### config.mk
export PLATFORM = sky130hd
export DESIGN_NAME = bcd_score_tracker
export DESIGN_NICKNAME = d
export VERILOG_FILES = /design/src/rtl/bcd_score_tracker.sv
export SDC_FILE = /design/constraint.sdc
export NUM_CORES = 1
export LEC_CHECK = 0
export CELL_PAD_IN_SITES_DETAIL_PLACEMENT = 1
export CELL_PAD_IN_SITES_GLOBAL_PLACEMENT = 1
export CORE_AREA = 2 2 115 95
export DETAILED_ROUTE_END_ITERATION = 10
export DIE_AREA = 0 0 117 97
export GPL_ROUTABILITY_DRIVEN = 0
export PLACE_DENSITY_LB_ADDON = 0.1
export SYNTH_ARGS = -nofsm -noshare
export SYNTH_HDL_FRONTEND = slang
export SYNTH_SLANG_ARGS = --single-unit
### constraint.sdc
create_clock -name clk -period 18.7 [get_ports clk]
set_input_delay 3.74 -clock clk [delete_from_list [all_inputs] [get_ports clk]]
set_output_delay 3.74 -clock clk [all_outputs]
set_load 0.02 [all_outputs]
### src/rtl/bcd_score_tracker.sv
// Packed-BCD game score counter with tick/bonus increments, milestone and
// overflow pulses, and a high-score register committed on game_over.
module bcd_score_tracker #(
    parameter int DIGITS          = 5,
    parameter int WRAP            = 1,
    parameter int MILESTONE_DIGIT = 2
) (
    input  logic                  clk,
    input  logic                  rst,
    input  logic                  game_start,
    input  logic                  game_frozen,
    input  logic                  game_tick,
    input  logic                  bonus_valid,
    input  logic [3:0]            bonus_amt,
    input  logic                  game_over,
    output logic [4*DIGITS-1:0]   score,
    output logic [4*DIGITS-1:0]   high_score,
    output logic                  new_high,
    output logic                  milestone,
    output logic                  overflow
);

    localparam int unsigned W  = 4 * DIGITS;
    localparam int unsigned MW = 4 * MILESTONE_DIGIT;
    localparam logic [W-1:0] ALL_NINES = {DIGITS{4'h9}};

    logic [3:0]   amt;
    logic [3:0]   inc;
    logic [4:0]   acc;
    logic         carry;
    logic [W-1:0] sum;
    logic [W-1:0] nxt;
    logic         ms_hit;

    // Increment for this cycle: tick plus clamped bonus, suppressed by control inputs.
    always_comb begin
        amt = (bonus_amt > 4'd9) ? 4'd9 : bonus_amt;
        inc = 4'(game_tick) + (bonus_valid ? amt : 4'd0);
        if (game_frozen || game_start || game_over) begin
            inc = 4'd0;
        end
    end

    // Single-cycle ripple BCD adder; inc only enters digit 0, carry ripples upward.
    always_comb begin
        sum   = '0;
        carry = 1'b0;
        acc   = '0;
        for (int i = 0; i < DIGITS; i++) begin
            acc = {1'b0, score[4*i +: 4]} + ((i == 0) ? {1'b0, inc} : 5'd0) + {4'd0, carry};
            if (acc >= 5'd10) begin
                sum[4*i +: 4] = 4'(acc - 5'd10);
                carry         = 1'b1;
            end else begin
                sum[4*i +: 4] = acc[3:0];
                carry         = 1'b0;
            end
        end
    end

    // Carry out of the top digit means the sum reached 10^DIGITS.
    always_comb begin
        nxt    = (carry && (WRAP == 0)) ? ALL_NINES : sum;
        ms_hit = (inc != 4'd0) && (nxt[W-1:MW] != score[W-1:MW]);
    end

    always_ff @(posedge clk) begin
        if (rst) begin
            score      <= '0;
            high_score <= '0;
            new_high   <= 1'b0;
            milestone  <= 1'b0;
            overflow   <= 1'b0;
        end else begin
            milestone <= 1'b0;
            overflow  <= 1'b0;
            // Commit uses the pre-cycle score, even when game_start clears it this cycle.
            if (game_over) begin
                if (score > high_score) begin
                    high_score <= score;
                    new_high   <= 1'b1;
                end else begin
                    new_high   <= 1'b0;
                end
            end
            if (game_start) begin
                score    <= '0;
                new_high <= 1'b0;
            end else if (inc != 4'd0) begin
                score     <= nxt;
                overflow  <= carry;
                milestone <= ms_hit;
            end
        end
    end

endmodule

* Word level (Yosys, flattened, before mapping) *
Cells that the tools add are included.

storage, ports and cells
  register bits after elaboration = 43
  input port bits = 11
  logic and storage cells = 46

operators by class
  $add $sub $neg = 11
  order comparisons = 7
  eq/ne operators = 1
  multiplexer cells = 14
  bitwise gates (word level) = 1
  reductions and logical operators = 7

operators with widths
  operator             count
  $mux 4               8
  $ge 5x4->1 const B   5
  $add 4x1->5          4
  $gt 20x20->1         1
  $sub 4x4->4 const B  5
  $ne 12x12->1         1
  $mux 1               6
  $add 4x4->5          1
  $add 1x4->4          1
  $gt 4x4->1 const B   1
  $reduce_bool 4->1    1
  $reduce_or 3->1      1
  $logic_or 1x1->1     2
  $reduce_and 2->1     1
  $reduce_or 2->1      1
  $logic_and 1x1->1    1
  $not 1->1            1

* Depth between registers and ports, before layout *
  depth in word-level cells = 22
  depth in mapped cells = 44
  depth with buffers taken out = 40

* Least setup slack after synthesis *
No wires, ideal clock.

  path type = input port to flip-flop
  from = in bonus_amt[2]
  to = reg milestone
  library setup time = 0.134 ns
  arrival = 11.935 ns
  slack = 6.631 ns
  stages on the path = 44
  buffers on the path = 4
  cells stage by stage = o21a_1 -> o21a_1 -> ha_1 -> ha_1 -> xor2_1 -> nor2_1 -> ha_1 -> xnor2_1 -> ha_1 -> nand2_1 -> a21boi_1 -> inv_1 -> ha_1 -> ha_1 -> xnor2_1 -> ha_1 -> o31ai_1 -> a32o_1 -> (+8 left out) -> o21ai_2 -> ha_1 -> ha_1 -> buf_2 -> xnor2_1 -> ha_1 -> a31oi_2 -> ha_1 -> ha_1 -> buf_2 -> xnor2_1 -> ha_1 -> nand2b_2 -> a32o_1 -> a221oi_1 -> nand3_1 -> a2111oi_0 -> a21oi_1

between the ends
  word-level cells in the longest chain between the ends = 22
  elaborated cells between the ends (all ways) = 30
  classes of those cells = add/sub (9); order compare (6); eq/ne (1); mux (10); bitwise (1); reduce/logical (3)

ends and longest elaborated chain
  element                                           RTL line  source
  from (decl)                                       14        input logic [3:0] bonus_amt,
  $gt 4x4->1                                        37        amt = (bonus_amt > 4'd9) ? 4'd9 : bonus_amt;
  $mux 4 *                                          37
  $mux 4 *                                          38        inc = 4'(game_tick) + (bonus_valid ? amt : 4'd0);
  $add 1x4->4 *                                     38
  $mux 4 *                                          39        if (game_frozen || game_start || game_over) begin
  $add 4x4->5                                       50        acc = {1'b0, score[4*i +: 4]} + ((i == 0) ? {1'b0, inc} : 5'd0) + {4'd0, carry};
  $ge 5x4->1                                        51        if (acc >= 5'd10) begin
  $mux 1                                            51
  (+6 left out)                                     -
  $add 4x1->5                                       50
  $ge 5x4->1                                        51
  $mux 1                                            51
  $add 4x1->5                                       50
  $sub 4x4->4 / $ge 5x4->1 (equally long branches)  52, 51
  $mux 4                                            51
  $ne 12x12->1                                      64        ms_hit = (inc != 4'd0) && (nxt[W-1:MW] != score[W-1:MW]);
  $logic_and 1x1->1                                 64
  to (signal assigned)                              92        milestone <= ms_hit;
  to (decl)                                         19        output logic milestone,

Every way passes the cells marked *; elsewhere a longest branch is shown, timed or not.
A chain may end at the register's enable or synchronous reset.

* Final worst setup path *
Same ends and word-level chain as after synthesis.

==> qor.csv <==
stage,metric,value,unit
setup_path,cpPeakStageDelay,0.49,ns
synth,yosys.area.top_type,dfxtp_1,
power_and_ir_drop,power_frac_clock,50.6,%
setup_path,critPathRequiredTime,18.85,ns
power_and_ir_drop,p_leak,1.56,nW
clock_tree,cts_hold_buf,0,
synth,synth_top_area_share,24.8,%
routing,vias,3106,
timing,slew_headroom,25.4,%
setup_path,worstPathMaxFanout,10,
setup_path,arrival,13.59,ns
floorplan,io_pins,54,
global_route,antenna_found_initial,0,
global_route,grt_pass1_vias,3130,
finish,drive_above_1_share,4.27,%
synth,synth_cell_type_count,59,
clock_tree,clock_latency,0.29,ns
synth,syn_area,3470,sq um
min_path,hp-class,flop to flop,
setup_path,cp_slowest_cell,a2111oi_0,
outcome,outcome,"finished, final reports clean",
power_and_ir_drop,p_sw,0.0000536,W
setup_path,cp_top_family,adder cells,
synth,syn_area_per_cell,8.17,sq um
synth,synth_edf_count,0,
setup_path,r2r_end,milestone,
placed_design,dp_hpwl,7300,microns
timing,setup-violations-final,0,
synth,yosysMostFrequentCell,nand2b_1,
synth,syn_nets,476,
global_route,grtUsageTotal,18.1,%
timing,worst_slew_pin_slew,1.12,ns
min_path,hold_start,high_score[11],
routing,dr.pass1.iters,4,
flow_run,drv_cap,0,
power_and_ir_drop,power_density,54.0,nW/um^2
timing,fmax,74.4,MHz
setup_path,crit_top_cell,ha_1,
power_and_ir_drop,power_frac_seq,40.0,%
clock_tree,cts_resized,0,
power_and_ir_drop,combPwrFrac,9.4,%
routing,drtIter0Drc,110,
global_route,grt_max_degree,43,
routing,routed_wl,9740,microns
finish,fillers,1229,
setup_path,startpoint,bonus_amt[2],
synth,postSynth.asyncResetShare,0,%
setup_path,r2r_cells,35,
routing,ant_nets,0,
clock_tree,cts_sinks,43,
power_and_ir_drop,ir_worst_vdd,31.4,uV
timing,period_share,71.9,%
global_route,overflow,0,
floorplan,fp.coreArea,10100,sq um
finish,design_area,4300,sq um
setup_path,reg2reg_from,score[0],
synth,synth_seq_cells,43,
timing,grt_setup_unrepaired,false,
timing,holdWs,0.492,ns
global_route,grt_pass1_wl,16200,microns
power_and_ir_drop,p_int,0.000179,W
routing,wire_per_inst,16.0,microns
clock_tree,numCtsBuffers,5,
floorplan,dieWidth,117,microns
clock_tree,root_buffer,clkbuf_16,
timing,min_period,13.44,ns
clock_tree,post_cts_buffers,0,
synth,synthCells,425,
clock_tree,cts_tree,yes,
placed_design,placed_area,4110,sq um
finish,area_delta_synth_final,23.9,%
synth,yosysWarnings,0,
setup_path,crit_path_start_kind,primary input,
timing,drv_slew,0,
timing,finClkSkew,0.00514,ns
setup_path,critical_path.endpoint_type,flop,
setup_path,path_buf_inv,2,
min_path,hold_path_end,high_score[11],
floorplan,start_util,34.3,%
finish,antenna_cells,0,
min_path,hold_depth,2,
floorplan,fp.dieH,97,microns
setup_path,critPathKind,primary input to flop,
synth,synth-main-ff-cell,dfxtp_1,
power_and_ir_drop,switching_share,23.1,%
clock_tree,clk_pin_slew,0.07,ns
synth,synthTopCellsByCount,"nand2b_1, dfxtp_1, ha_1, a21oi_1",
timing,fin_tns_setup,0,ns
clock_tree,htree_levels,2,
timing,hold_violations,0,
routing,vias_per_cell,5.11,
placed_design,port_buffers,53,
routing,drc,0,
finish,final_nets,518,
synth,ys_seq_area_share,24.8,%
setup_path,reg2reg_slack,9.65,ns
synth,yosys-top-cells-area,"dfxtp_1, ha_1, nand2b_1",
clock_tree,cts_buffer_depth,2,
floorplan,dieArea,11300,sq um
floorplan,num_rows,33,
how the worst max path moves through the flow:
stage,to,slack [ns],cells past startpoint
2_1_floorplan,milestone,6.63,44
3_3_place_gp,milestone,5.58,41
3_5_place_dp,milestone,5.04,41
4_1_cts,milestone,5.29,41
5_1_grt,milestone,4.31,41
6_report,milestone,5.26,41
metrics by stage:
stage / total power (W) / std cells / utilization [%] / worst slack [ns]
4_1_cts: 0.000236 / 608 / 42.5 / 5.29
3_5_place_dp: 0.000117 / 600 / 40.6 / 5.04
2_1_floorplan: 0.000109 / 425 / - / 6.63
3_3_place_gp: 0.000117 / 600 / 40.6 / 5.58
5_1_grt: 0.000241 / 608 / 42.5 / 4.31
6_report: 0.000232 / 608 / 42.5 / 5.26
routing by layer:
metal	vias up	wire, microns	GRT usage [%]
li1	1584	-	-
met1	1476	5120	26.5
met2	38	4300	27.7
met3	8	230	2.88
met4	0	95	3.80
met5	-	0	0
layout make-up:
class / instances / area (sq um) / share of cell area, %
multi-input cells: 332 / 2420 / 56.2
flip-flops and latches: 43 / 861 / 20.0
repair buffers: 54 / 538 / 12.5
well taps: 140 / 175 / 4.07
clock buffers: 5 / 125 / 2.91
inverters: 31 / 116 / 2.71
clock inverters: 3 / 67.6 / 1.57
worst min-delay path, stage by stage (launching register included):
cell and delay, ns:
dfxtp_1 0.33, nand2b_1 0.07, mux2i_1 0.05
power groups by stage:
stage	Combinational, W	Sequential [W]	Clock (W)
2_1_floorplan	0.0000141	0.0000950	0
6_report	0.0000218	0.0000929	0.000117
3_3_place_gp	0.0000216	0.0000951	0
3_5_place_dp	0.0000221	0.0000951	0
5_1_grt	0.0000239	0.0000930	0.000124
4_1_cts	0.0000221	0.0000929	0.000121
sequential cells by signal, indices dropped and copies added, names as in the netlist:
signal and count:
milestone 1, high_score 20, overflow 1, new_high 1
score 20
placed cells by master (no fill, tap or decap), types with 17 or more instances in the layout:
cell / netlist / final
mux2i_1: 23 / 23
inv_1: 29 / 29
a21oi_1: 31 / 31
clkdlybuf4s50_1: 0 / 53
nand2_1: 22 / 22
xnor2_1: 17 / 17
dfxtp_1: 43 / 43
nor2_1: 29 / 29
ha_1: 39 / 39
nand2b_1: 44 / 44
logic make-up (layout without fill, tap and decap cells):
kind of cell	Yosys count	count (layout)	share of synthesized area, %
AO/OA/AOI/OAI	98	98	19.1
XOR/XNOR	19	19	5.19
adder cells (fa/ha/maj)	40	40	14.6
buffers and inverters	50	93	5.80
flip-flops	43	43	24.8
multiplexers	24	24	6.96
AND/OR/NAND/NOR	151	151	23.5
(Power assumes the default switching activity.)
